`src/rtl/rv32_pipeline_pkg.sv`:
```
// Purpose: shared RV32 pipeline types and constants (NOP encoding, fetch-queue entry, mcause codes).
// Latency: n/a (types and constants only).
// Backpressure: n/a.
package rv32_pipeline_pkg;

    localparam int RV32_XLEN = 32;

    // addi x0, x0, 0 -- substituted for the encoding of faulting fetches.
    localparam logic [31:0] RV32_NOP = 32'h0000_0013;

    // Synchronous exception causes that fetch can raise (mcause, interrupt bit clear).
    localparam logic [3:0] MCAUSE_NONE                = 4'd0;
    localparam logic [3:0] MCAUSE_INSTR_ADDR_MISALIGN = 4'd0;
    localparam logic [3:0] MCAUSE_INSTR_ACCESS_FAULT  = 4'd1;
    localparam logic [3:0] MCAUSE_ILLEGAL_INSTR       = 4'd2;
    localparam logic [3:0] MCAUSE_BREAKPOINT          = 4'd3;
    localparam logic [3:0] MCAUSE_INSTR_PAGE_FAULT    = 4'd12;

    typedef struct packed {
        logic [RV32_XLEN-1:0] pc;
        logic [31:0]          instr;
        logic                 exception;
        logic [3:0]           exception_cause;
        logic                 branch_predicted_taken;
    } rv32_fq_entry_t;

endpackage

```
`src/rtl/rv32_fq_storage.sv`:
```
// Purpose: DEPTH-entry register array for the fetch queue; one write port, one async read port, no reset.
// Latency: write visible on rd_data the cycle after wr_en; read is combinational.
// Backpressure: none; the caller only asserts wr_en on an accepted push.
// Ports: clk; wr_en/wr_addr/wr_data write port; rd_addr -> rd_data read port.
module rv32_fq_storage
    import rv32_pipeline_pkg::*;
#(
    parameter int DEPTH = 4
) (
    input  logic                     clk,
    input  logic                     wr_en,
    input  logic [$clog2(DEPTH)-1:0] wr_addr,
    input  rv32_fq_entry_t           wr_data,
    input  logic [$clog2(DEPTH)-1:0] rd_addr,
    output rv32_fq_entry_t           rd_data
);

    rv32_fq_entry_t mem [DEPTH];

    always_ff @(posedge clk) begin
        if (wr_en) begin
            mem[wr_addr] <= wr_data;
        end
    end

    assign rd_data = mem[rd_addr];

endmodule

```
`src/rtl/rv32_decode_queue.sv`:
```
// Purpose: DEPTH-entry fetch->decode instruction queue with flush, clock enable and occupancy reporting.
// Latency: one cycle from accepted push to head visibility (first-word fall-through from storage).
// Backpressure: in_ready = !full only; a full queue refuses a push even when decode pops that cycle.
// Ports: clk/reset (sync, active-high); ce_i gates all state; flush_in empties the queue;
//        in_* = fetch-side entry + valid/ready; out_* = head entry + valid/ready;
//        count_out/empty_out/full_out = occupancy.
module rv32_decode_queue
    import rv32_pipeline_pkg::*;
#(
    parameter int DEPTH    = 4,
    parameter int PC_WIDTH = 32
) (
    input  logic                     clk,
    input  logic                     reset,
    input  logic                     ce_i,
    input  logic                     flush_in,
    input  logic                     in_valid,
    output logic                     in_ready,
    input  logic [PC_WIDTH-1:0]      in_pc,
    input  logic [31:0]              in_instr,
    input  logic                     in_exception,
    input  logic [3:0]               in_exception_cause,
    input  logic                     in_branch_predicted_taken,
    output logic                     out_valid,
    input  logic                     out_ready,
    output logic [PC_WIDTH-1:0]      out_pc,
    output logic [31:0]              out_instr,
    output logic                     out_exception,
    output logic [3:0]               out_exception_cause,
    output logic                     out_branch_predicted_taken,
    output logic [$clog2(DEPTH):0]   count_out,
    output logic                     empty_out,
    output logic                     full_out
);

    localparam int AW = $clog2(DEPTH);

    // Extra MSB on each pointer distinguishes full from empty when the indices match.
    logic [AW:0]    wr_ptr;
    logic [AW:0]    rd_ptr;
    logic           empty;
    logic           full;
    logic           push;
    logic           pop;
    rv32_fq_entry_t wr_entry;
    rv32_fq_entry_t rd_entry;

    assign empty = (wr_ptr == rd_ptr);
    assign full  = (wr_ptr[AW-1:0] == rd_ptr[AW-1:0]) && (wr_ptr[AW] != rd_ptr[AW]);

    assign push = ce_i && in_valid && !full && !flush_in;
    assign pop  = ce_i && !empty && out_ready && !flush_in;

    // A faulting fetch carries no usable encoding, so decode sees a NOP; a clean
    // fetch has no cause, so the field is cleared rather than passed through.
    always_comb begin
        wr_entry                        = '0;
        wr_entry.pc                     = RV32_XLEN'(in_pc);
        wr_entry.instr                  = in_exception ? RV32_NOP : in_instr;
        wr_entry.exception              = in_exception;
        wr_entry.exception_cause        = in_exception ? in_exception_cause : MCAUSE_NONE;
        wr_entry.branch_predicted_taken = in_branch_predicted_taken;
    end

    rv32_fq_storage #(
        .DEPTH (DEPTH)
    ) u_storage (
        .clk     (clk),
        .wr_en   (push),
        .wr_addr (wr_ptr[AW-1:0]),
        .wr_data (wr_entry),
        .rd_addr (rd_ptr[AW-1:0]),
        .rd_data (rd_entry)
    );

    // Flush only resets pointers; stale storage is masked by the empty check below.
    always_ff @(posedge clk) begin
        if (reset) begin
            wr_ptr <= '0;
            rd_ptr <= '0;
        end else if (ce_i) begin
            if (flush_in) begin
                wr_ptr <= '0;
                rd_ptr <= '0;
            end else begin
                if (push) begin
                    wr_ptr <= wr_ptr + 1'b1;
                end
                if (pop) begin
                    rd_ptr <= rd_ptr + 1'b1;
                end
            end
        end
    end

    assign in_ready  = !full;
    assign out_valid = !empty;
    assign count_out = wr_ptr - rd_ptr;
    assign empty_out = empty;
    assign full_out  = full;

    assign out_pc                     = empty ? '0 : rd_entry.pc[PC_WIDTH-1:0];
    assign out_instr                  = empty ? '0 : rd_entry.instr;
    assign out_exception              = empty ? 1'b0 : rd_entry.exception;
    assign out_exception_cause        = empty ? 4'd0 : rd_entry.exception_cause;
    assign out_branch_predicted_taken = empty ? 1'b0 : rd_entry.branch_predicted_taken;

endmodule

```
`config.mk`:
```
export PLATFORM = sky130hd
export DESIGN_NAME = rv32_decode_queue
export DESIGN_NICKNAME = d
export VERILOG_FILES = /design/src/rtl/rv32_pipeline_pkg.sv /design/src/rtl/rv32_fq_storage.sv /design/src/rtl/rv32_decode_queue.sv
export SDC_FILE = /design/constraint.sdc
export NUM_CORES = 1
export LEC_CHECK = 0
export CORE_MARGIN = 1.5
export CORE_UTILIZATION = 60
export DETAILED_ROUTE_END_ITERATION = 6
export DONT_BUFFER_PORTS = 1
export PLACE_DENSITY = 0.86
export SLEW_MARGIN = 30
export SYNTH_ARGS = -nofsm -noshare
export SYNTH_HDL_FRONTEND = slang
export SYNTH_SLANG_ARGS = --single-unit
```
`constraint.sdc`:
```
create_clock -name clk -period 7.6 [get_ports clk]
set_clock_uncertainty 0.2 [all_clocks]
set_input_delay 0.76 -clock clk [delete_from_list [all_inputs] [get_ports clk]]
set_output_delay 0.76 -clock clk [all_outputs]
set_load 0.1 [all_outputs]
```
# Yosys cells after proc, flatten, opt, wreduce, memory -nomap -nowiden
# Memory sizes are Yosys's and may differ from the RTL's. A register that Yosys moved wholly into a read port is not among the register bits.
# Cells that the tools add are included.
# Widths: inputs -> output; s select.
word_totals:
  reg_bits: 6
  latch_bits: 0
  ram_bits: 280
  romBits: 0
  inputBits: 76
  out_inout_bits: 77
  wordCells: 38
  memories: 1
classes:
  n_addsub: 3
  n_mul: 0
  div: 0
  magnitude_cmp: 0
  n_eq_ne: 3
  shifts: 0
  muxes: 15
  bitwise_logic: 0
  n_reduce_logical: 14
memory_table:
  columns: ["memory", "depth", "width", "rd", "rd_ports_with_merged_regs", "wr", "line", "rtl"]
  rows:
  - ["u_storage.mem", 4, 70, 1, 1, 1, "rv32_fq_storage.sv:18", "rv32_fq_entry_t mem [DEPTH];"]
op_table:
  columns: ["op", "count"]
  rows:
  - ["$mux 32", 3]
  - ["$mux 3", 4]
  - ["$mux 4", 2]
  - ["$logic_and 1x1->1", 7]
  - ["$add 3x1->3 const B", 2]
  - ["$mux 1", 4]
  - ["$mux 2", 2]
  - ["$reduce_and 2->1", 2]
  - ["$reduce_bool 2->1", 2]
  - ["$eq 3x3->1", 1]
  - ["$logic_not 1->1", 3]
  - ["$sub 3x3->3", 1]
  - ["$eq 2x2->1", 1]
  - ["$ne 1x1->1", 1]

# Depth between registers and ports, before layout
# Gate-level depths: netlist (run 1).
logic_depth:
  word_depth: 9
  mapped_depth: 6
  mapped_depth_nobuf: 6

# Hierarchy
# Synthesis (run 1) repeated with hierarchy kept, for this count alone.
hier_totals:
  hier_cells: 535
  area_unflattened_um2: 11319.6
by_module_without_submodules:
  columns: ["module", "instances", "cells_each", "area_each_um2", "seq_area_each_um2"]
  rows:
  - ["rv32_fq_storage", 1, 370, 10206.0, 8408.1]
  - ["rv32_decode_queue", 1, 165, 1113.6, 120.1]

# Worst setup path after synthesis (run 1)
# Ideal clock, no wire load.
synth_path:
  path_type: "in2reg"
  from: "input port in_valid"
  to: "memory u_storage.mem[3][0] (netlist name), enable pin"
  setup_time_ns: 0.585
  arrival_time_ns: 5.768
  t_required_ns: 6.815
  setup_slack_ns: 1.047
  stages: 3
  n_path_buf: 0
  path_cell_list: "nand2_1 o21bai_1 nor3_1"
synth_between:
  elab_chain_cells: 5
synth_lines:
  columns: ["element", "line", "rtl"]
  rows:
  - ["start, declared", "rv32_decode_queue.sv:17", "input logic in_valid,"]
  - ["$logic_and 1x1->1 (3 in a row)", "rv32_decode_queue.sv:51", "assign push = ce_i && in_valid && !full && !flush_in;"]
  - ["$mux 1", "rv32_fq_storage.sv:21", "if (wr_en) begin"]
  - ["$mux 1 (not written as such)", "rv32_fq_storage.sv:22", "mem[wr_addr] <= wr_data;"]
  - ["end, declared", "rv32_fq_storage.sv:18", null]
# Every way passes these cells.

==> metrics.txt, run 1 <==
H-tree levels=1; Post-Synthesis Cells=542; dpl hpwl=11900 um; Worst Setup Start Kind=register; DRT antenna net count=0; Mapped Nets=626; Synth Flop Type=edfxtp_1; most frequent cells in the layout=edfxtp_1 (280), and2_1 (74), mux4_2 (70); max frequency=234 MHz; Initial Util=0.620; reg-to-reg startpoint=wr_ptr[0]$_SDFFE_PP0P_; DR pass1 iterations=4; fin crit share=0.562; status=finished, final reports clean; P&R area growth vs syn=10.9%; CP Capture Type=output pin; hold crit path type=input pin to register; Num CTS Buffers=29; pre-CTS WS=3.79 ns; Die Width=140 um; normalized max-slew margin=0.323; Clock Latency Late Sink=0.53 ns; Max Slew Vio Count=0; Mean Syn Cell Area=20.8 sq um; vias in the first global route=5507; Yosys warnings=0; WP data required=6.64 ns; worst slew pin tran=1.02 ns; detailed-route via count=5079; Clock Tree Root=clkbuf_16; Final Hold Viols=0; IO Count=153; die area=19600 sq um; clock slew at reported path FFs=0.06 ns; Netlist cell types=30; commonest non-fill, non-tap cell in the layout=edfxtp_1; EDFF count, synth=280; WS Path Type=register to output pin; Setup crit end=out_pc[15]; row count=49; input/output buffers=0; R2R Path End=u_storage.mem[1][20]$_DFFE_PP_; Final setup viols=0; DRC violations left=0; R2R Setup Slk=4.44 ns; Hold Buf Count CTS=0; grt ovf=0; CTS Buffer Depth=3; Pleak=3.92 nW; setup TNS=0 ns; Yosys top cell by area=edfxtp_1; first-pass GRT wire length=31200 um; per-cell routed wire length=25.0 um; Pwr Density=255 nW/um^2; setup slack after layout=3.33 ns; GRT Total Usage=0.211; Reg2Reg Depth=5; min Tclk post-route=4.27 ns; TritonCTS clock tree=built; Die Y=140 um; Post-synth ARST share=0; share of the synthesized area in the top cell type=0.745; unrepaired setup endpoints after global routing=false; drt total wl=20200 um; worst-path fanout max=37; CTS-repair resized insts=0; layout cells sized above 1=0.227; clock sinks=288; initial antenna violation count=4; final net count=640; fillcell total=1087; sequential area share after synthesis=0.759; peak supply drop=0.228 mV; synth top area cells=edfxtp_1 (75%), mux4_2 (14%), and2_1 (4.3%); Pwr Total=3.20 mW; post-CTS repair timing setup buffer count=0; core box area=18200 sq um; Via density=6.27; pin count of the biggest net entering global routing=74; synthesis-stage register bit count=288; DR iter-0 viols=314; CP arrival=3.31 ns; max_cap viols=0; area of the mapped netlist=11300 sq um; routability cong.=0.790
[power by group]
part | total (mW) | switching [mW] | internal [mW]
Combinational | 0.160 | 0.131 | 0.0287
Sequential | 1.76 | 0.00504 | 1.76
Clock | 1.27 | 0.541 | 0.732
[how the worst min path moves through the flow]
stage | startpoint | endpoint | slack, ns | cells after the start
finish | reset | register | 0.09 | 1
global route | reset | register | 0.07 | 1
CTS | reset | register | 0.06 | 1
detailed placement | wr_ptr[0]$_SDFFE_PP0P_ | wr_ptr[0]$_SDFFE_PP0P_ | 0.32 | 2
global placement | wr_ptr[0]$_SDFFE_PP0P_ | wr_ptr[0]$_SDFFE_PP0P_ | 0.28 | 2
floorplan | wr_ptr[0]$_SDFFE_PP0P_ | wr_ptr[0]$_SDFFE_PP0P_ | 0.27 | 2
[per-layer routing]
layer	track usage	up-vias	share of wire
met5	0	-	0
met4	0.0543	0	0.015
met3	0.0704	27	0.081
met2	0.355	183	0.50
met1	0.269	2668	0.41
li1	-	2201	-
[cell families after synthesis]
family          Yosys count  synth area share
mux                      70             0.140
compound gates           14           0.00909
fa+ha+maj                 8           0.00953
xor+xnor                  3           0.00233
buf+inv                  34            0.0124
simple gates            125            0.0677
flops                   288             0.759
[cell usage after synthesis, types with 4 or more instances]
library cell	number
buf_2	8
and2_1	77
ha_1	7
nand3_1	4
mux4_2	70
a21oi_1	5
nor2b_1	29
clkbuf_1	17
nand2_1	5
inv_1	7
edfxtp_1	280
dfxtp_1	8
[layout make-up]
class | instances | area, sq um | share of cell area
clock inverters | 14 | 92.6 | 0.00739
diodes | 4 | 10.0 | 0.000799
well taps | 229 | 287 | 0.0229
clock buffers | 38 | 759 | 0.0607
multi-input cells | 220 | 2610 | 0.208
repair buffers | 9 | 154 | 0.0123
flip-flops and latches | 288 | 8580 | 0.685
inverters | 8 | 32.5 | 0.00260
[flip-flops by register name, summed over array words and instances, names as in the netlist, named ones only]
name           count
rd_ptr             3
u_storage.mem    280
wr_ptr             3
[through the flow]
step / instance area, sq um / util / instances / hold WS, ns
after floorplan: 11300 / - / 542 / 0.271
after global placement: 11500 / 0.633 / 748 / 0.281
after detailed placement: 11600 / 0.639 / 753 / 0.321
after CTS: 12500 / 0.686 / 805 / 0.0646
after global routing: 12500 / 0.687 / 809 / 0.0739
final: 12500 / 0.688 / 810 / 0.0889
[critical path: stages (launching register included)]
cell	delay, ns
dfxtp_4	0.83
buf_4	0.72
mux4_2	0.38
and2_1	0.80
No activity file was read; power rests on OpenSTA's default activity.
==> run 2, diff against run 1 <==
- CORE_UTILIZATION: 60 -> 57
- PLACE_DENSITY: 0.86 -> 0.85
- clock period: 7.6 -> 3.9 ns (I/O delays scaled with it)
==> run 2 against run 1 <==
Against the previous run: critical path depth grew 2; combinational power grew to 2.6 times the previous value; largest cell class unchanged; register-to-register slack lost 3.8 ns; first-iteration DRC count grew 21%; count of clock-buffer cells in the layout shrank 5; via count grew 9.7%; hold slack lost 0.076 ns; cell count grew 19%; die area grew 5.1%; clock power grew 110%.
==> metrics.txt, run 2 (synthesized netlist as in run 1, its figures left out) <==
vias in the first global route=5896; FF/Latch Area=8580 sq um; pin count of the biggest net entering global routing=71; final net count=763; first-pass GRT wire length=32800 um; CP bufs+invs=2; reg-to-reg startpoint=wr_ptr[0]$_SDFFE_PP0P_; cells along the critical path=xnor2_1, nand3_4, buf_4, and2_1, buf_4; CTS Buffer Depth=3; DR iter-0 viols=380; Setup crit end=out_exception_cause[3]; CP Capture Type=output pin; dpl hpwl=12200 um; setup TNS=0 ns; max reg flops=280; final non-filler cell total=966; max_cap viols=0; most frequent CP cell=buf_4; Die Width=144 um; layout cells sized above 1=0.264; Pleak=4.56 nW; placed cells=839; Via density=5.77; TritonCTS clock tree=built; P&R area growth vs syn=21.8%; Reg2Reg Depth=5; initial antenna violation count=1; Clock Latency Late Sink=0.53 ns; routability cong.=0.829; most frequent cells in the layout=edfxtp_1 (280), and2_1 (74), dlygate4sd3_1 (74); Final Hold Viols=0; min Tclk post-route=3.67 ns; Pwr Density=476 nW/um^2; R2R Path End=u_storage.mem[0][0]$_DFFE_PP_; Final setup viols=0; input/output buffers=0; Worst Setup Start Kind=register; Die Y=144 um; CP startpoint=rd_ptr[2]$_SDFFE_PP0P_; DRC violations left=0; Hold Buf Count CTS=75; Clock Tree Root=clkbuf_16; core box area=19500 sq um; worst-path fanout max=63; detailed-route via count=5572; Num CTS Buffers=28; post-CTS repair timing setup buffer count=0; CP arrival=3.08 ns; Initial Util=0.580; WP data required=3.31 ns; row count=51; placed inst area=12000 sq um; max frequency=273 MHz; CP Depth=5; CP max-delay cell=nand3_4; drt total wl=21700 um; clock sinks=288; R2R Setup Slk=0.64 ns; DRT antenna net count=0; GRT Total Usage=0.214; unrepaired setup endpoints after global routing=false; H-tree levels=1; die area=20700 sq um; DR pass1 iterations=4; Final Util=0.706; Largest regs=u_storage.mem: 280 flops, rd_ptr: 3 flops, wr_ptr: 3 flops; normalized max-slew margin=0.354; hold crit path type=input pin to register; Final Cell Area=13700 sq um; IO Count=153; Max Slew Vio Count=0; multi-input logic area=2610 sq um; WHS=0.0129 ns; commonest non-fill, non-tap cell in the layout=edfxtp_1; crit-path leading delay family=simple AND/OR/NAND/NOR gates; CTS-repair resized insts=0; peak supply drop=0.346 mV; clock slew at reported path FFs=0.06 ns; slowest cell delay on critical path=0.64 ns; grt ovf=0; worst slew pin tran=0.976 ns; per-cell routed wire length=22.4 um; fillcell total=1191; status=finished, final reports clean; Biggest register=u_storage.mem; WS Path Type=register to output pin; fin crit share=0.940
## run 2: cell count changes in the layout (fill, tap and decap cells not counted), sizes merged
cell	change
dlygate4sd3	+74
buf	+50
clkbuf	-5
bufinv	+3
diode	-3
clkinv	+2
clkinvlp	-1
## run 2: area by class of cell
| cell class | count | area share |
|---|---|---|
| Clock buffer | 33 | 0.0539 |
| Multi-Input combinational cell | 220 | 0.190 |
| Tap cell | 265 | 0.0241 |
| Sequential cell | 288 | 0.624 |
| Clock inverter | 18 | 0.0138 |
| Inverter | 8 | 0.00237 |
| Antenna cell | 1 | 0.000182 |
| Timing Repair Buffer | 133 | 0.0916 |
## run 2: layer usage
layer | share of wire | track usage | up-vias
li1 | - | - | 2438
met5 | 0 | 0 | -
met1 | 0.41 | 0.290 | 2876
met4 | 0.022 | 0.0596 | 0
met3 | 0.073 | 0.0487 | 42
met2 | 0.50 | 0.355 | 216
## run 2: worst min path at each step
stage,cells past startpoint,from,to,slack [ns]
after detailed placement,1,reset,register,0.26
after CTS,1,in_exception,u_storage.mem[2][5]$_DFFE_PP_,0.002
after global placement,1,reset,register,0.26
after global routing,1,in_exception,u_storage.mem[2][5]$_DFFE_PP_,0.009
final,1,in_exception,u_storage.mem[1][5]$_DFFE_PP_,0.01
after floorplan,1,reset,register,0.26
## run 2: report_power, final
| part | switching (mW) | leakage, nW | internal [mW] |
|---|---|---|---|
| Sequential | 0.00851 | 2.61 | 3.42 |
| Clock | 1.08 | 0.458 | 1.61 |
| Combinational | 0.297 | 1.49 | 0.124 |
| Total | 1.38 | 4.56 | 5.16 |
## run 2: stage by stage
step	setup slack [ns]	power, mW
4_1_cts	0.248	6.59
6_report	0.234	6.55
3_3_place_gp	1.00	3.82
2_1_floorplan	0.278	3.78
5_1_grt	0.0947	6.73
3_5_place_dp	0.758	3.83
==> run 3, diff against run 2 <==
- CORE_UTILIZATION: 57 -> 25
- PLACE_DENSITY: 0.85 -> 0.5
==> run 3 against run 2 <==
Against the previous run: combinational power up 3%; sequential share of layout area is 2.5 points lower; count of clock-buffer cells in the layout increased by 4; first-iteration DRC count shrank 32%; global-route usage down 10 points; via count rose by 0.54%; fmax up 8.0%; total power grew 3.5%; worst setup slack better by 0.27 ns.
==> metrics.txt, run 3 (synthesized netlist as in run 1, its figures left out) <==
status=finished, final reports clean; HP Start=flush_in; Initial Util=0.254; CTS-repair resized insts=0; CP arrival=2.81 ns; Die Width=215 um; DR iter-0 viols=258; Clk network pwr share=0.429; Sw Ratio=0.215; fillcell total=4248; most frequent cells in the layout=edfxtp_1 (280), dlygate4sd3_1 (78), and2_1 (74); detailed-route via count=5602; H-tree levels=1; hold crit path type=input pin to register; endpoint of the worst hold path=u_storage.mem[3][50]$_DFFE_PP_; Pwr Density=473 nW/um^2; normalized max-slew margin=0.347; setup TNS=0 ns; worst-path fanout max=42; commonest non-fill, non-tap cell in the layout=edfxtp_1; Worst Setup Start Kind=register; Clock Latency Late Sink=0.56 ns; first-pass GRT wire length=38900 um; DRT antenna net count=0; row count=77; R2R Path End=rd_ptr[2]$_SDFFE_PP0P_; grt ovf=0; max frequency=294 MHz; sequential power share=0.507; Final Hold Viols=0; GRT Total Usage=0.110; DRC violations left=0; Via density=4.29; Num CTS Buffers=31; hold depth=2; WS Path Type=register to output pin; die area=46400 sq um; clock slew at reported path FFs=0.06 ns; vias in the first global route=6357; Pleak=4.64 nW; CTS Buffer Depth=3; total internal power=5.32 mW; Max Slew Vio Count=0; drt total wl=25300 um; fin crit share=0.871; max_cap viols=0; layout cells sized above 1=0.268; Reg2Reg Depth=8; per-cell routed wire length=19.4 um; peak supply drop=0.285 mV; R2R Setup Slk=0.53 ns; Die Y=215 um; max reg flops=280; Comb pwr share=0.064; CP Capture Type=output pin; Largest regs=u_storage.mem: 280 flops, rd_ptr: 3 flops, wr_ptr: 3 flops; Final setup viols=0; worst slew pin tran=0.986 ns; core box area=44400 sq um; initial antenna violation count=2; IO Count=153; reg-to-reg startpoint=wr_ptr[0]$_SDFFE_PP0P_; DR pass1 iterations=4; clock sinks=288; dpl hpwl=15400 um; input/output buffers=0; Biggest register=u_storage.mem; final net count=777; pin count of the biggest net entering global routing=48; routability cong.=0.721; min Tclk post-route=3.40 ns; Psw=1.45 mW; TritonCTS clock tree=built; Final Util=0.322; Clock Tree Root=clkbuf_16; unrepaired setup endpoints after global routing=false; WP data required=3.31 ns; P&R area growth vs syn=26.8%
## run 3: cell types whose count changed in the layout (fill, tap and decap cells not counted), moves of 2 or more
cell / change
dlygate4sd3_1: +4
clkbuf_16: +2
clkinv_2: -3
clkbuf_1: +2
buf_4: +7
## run 3: worst max-delay path by stage
stage                           start                        endpoint
2_1_floorplan  wr_ptr[0]$_SDFFE_PP0P_   u_storage.mem[2][0]$_DFFE_PP_
3_3_place_gp   wr_ptr[0]$_SDFFE_PP0P_  u_storage.mem[2][45]$_DFFE_PP_
3_5_place_dp   wr_ptr[0]$_SDFFE_PP0P_  u_storage.mem[2][46]$_DFFE_PP_
4_1_cts        wr_ptr[0]$_SDFFE_PP0P_                   out_exception
5_1_grt        wr_ptr[0]$_SDFFE_PP0P_                   out_exception
6_report       wr_ptr[0]$_SDFFE_PP0P_                   out_exception
## run 3: critical path, stage by stage (launching register included)
cell and delay (ns):
dfxtp_1 0.40, inv_1 0.13, ha_1 0.38, nand3_4 0.42, buf_4 0.39, and2_1 0.22, buf_4 0.30
## run 3: area by class of cell
type,count,area (sq um),share of cell area
well taps,592,741,0.0518
flip-flops and latches,288,8580,0.599
repair buffers,144,1350,0.0944
clock inverters,15,198,0.0138
clock buffers,37,798,0.0558
multi-input cells,220,2610,0.182
inverters,8,32.5,0.00227
diodes,1,2.50,0.000175
## run 3: what timing repair did
action / 4_1_cts / 5_1_grt
hold endpoints to repair: 288 / 0
setup buffers: 0 / 0
hold buffers: 79 / 0
## run 3: through the flow
step / power (mW) / setup WS [ns] / hold WS (ns) / std cells / area, sq um
after floorplan: 3.78 / 0.278 / 0.259 / 542 / 11300
after global placement: 3.84 / 0.907 / 0.261 / 1173 / 12500
after detailed placement: 3.85 / 0.844 / 0.262 / 1173 / 12500
after CTS: 6.88 / 0.426 / 0.0782 / 1304 / 14300
after global routing: 7.00 / 0.302 / 0.0955 / 1305 / 14300
final: 6.77 / 0.504 / 0.103 / 1305 / 14300
## run 3: routing by layer
| layer | GRT usage | part of all wire | vias up |
|---|---|---|---|
| met5 | 0 | 0.00063 | - |
| met4 | 0.0277 | 0.024 | 2 |
| met3 | 0.0247 | 0.051 | 46 |
| met2 | 0.189 | 0.49 | 149 |
| met1 | 0.140 | 0.44 | 2944 |
| li1 | - | - | 2461 |
## run 3: power groups by stage
stage / clock network [mW] / registers (mW) / logic, mW
after floorplan: 0 / 3.50 / 0.281
after global placement: 0 / 3.50 / 0.343
after detailed placement: 0 / 3.50 / 0.349
after CTS: 3.00 / 3.43 / 0.439
after global routing: 3.11 / 3.43 / 0.457
final: 2.91 / 3.43 / 0.432
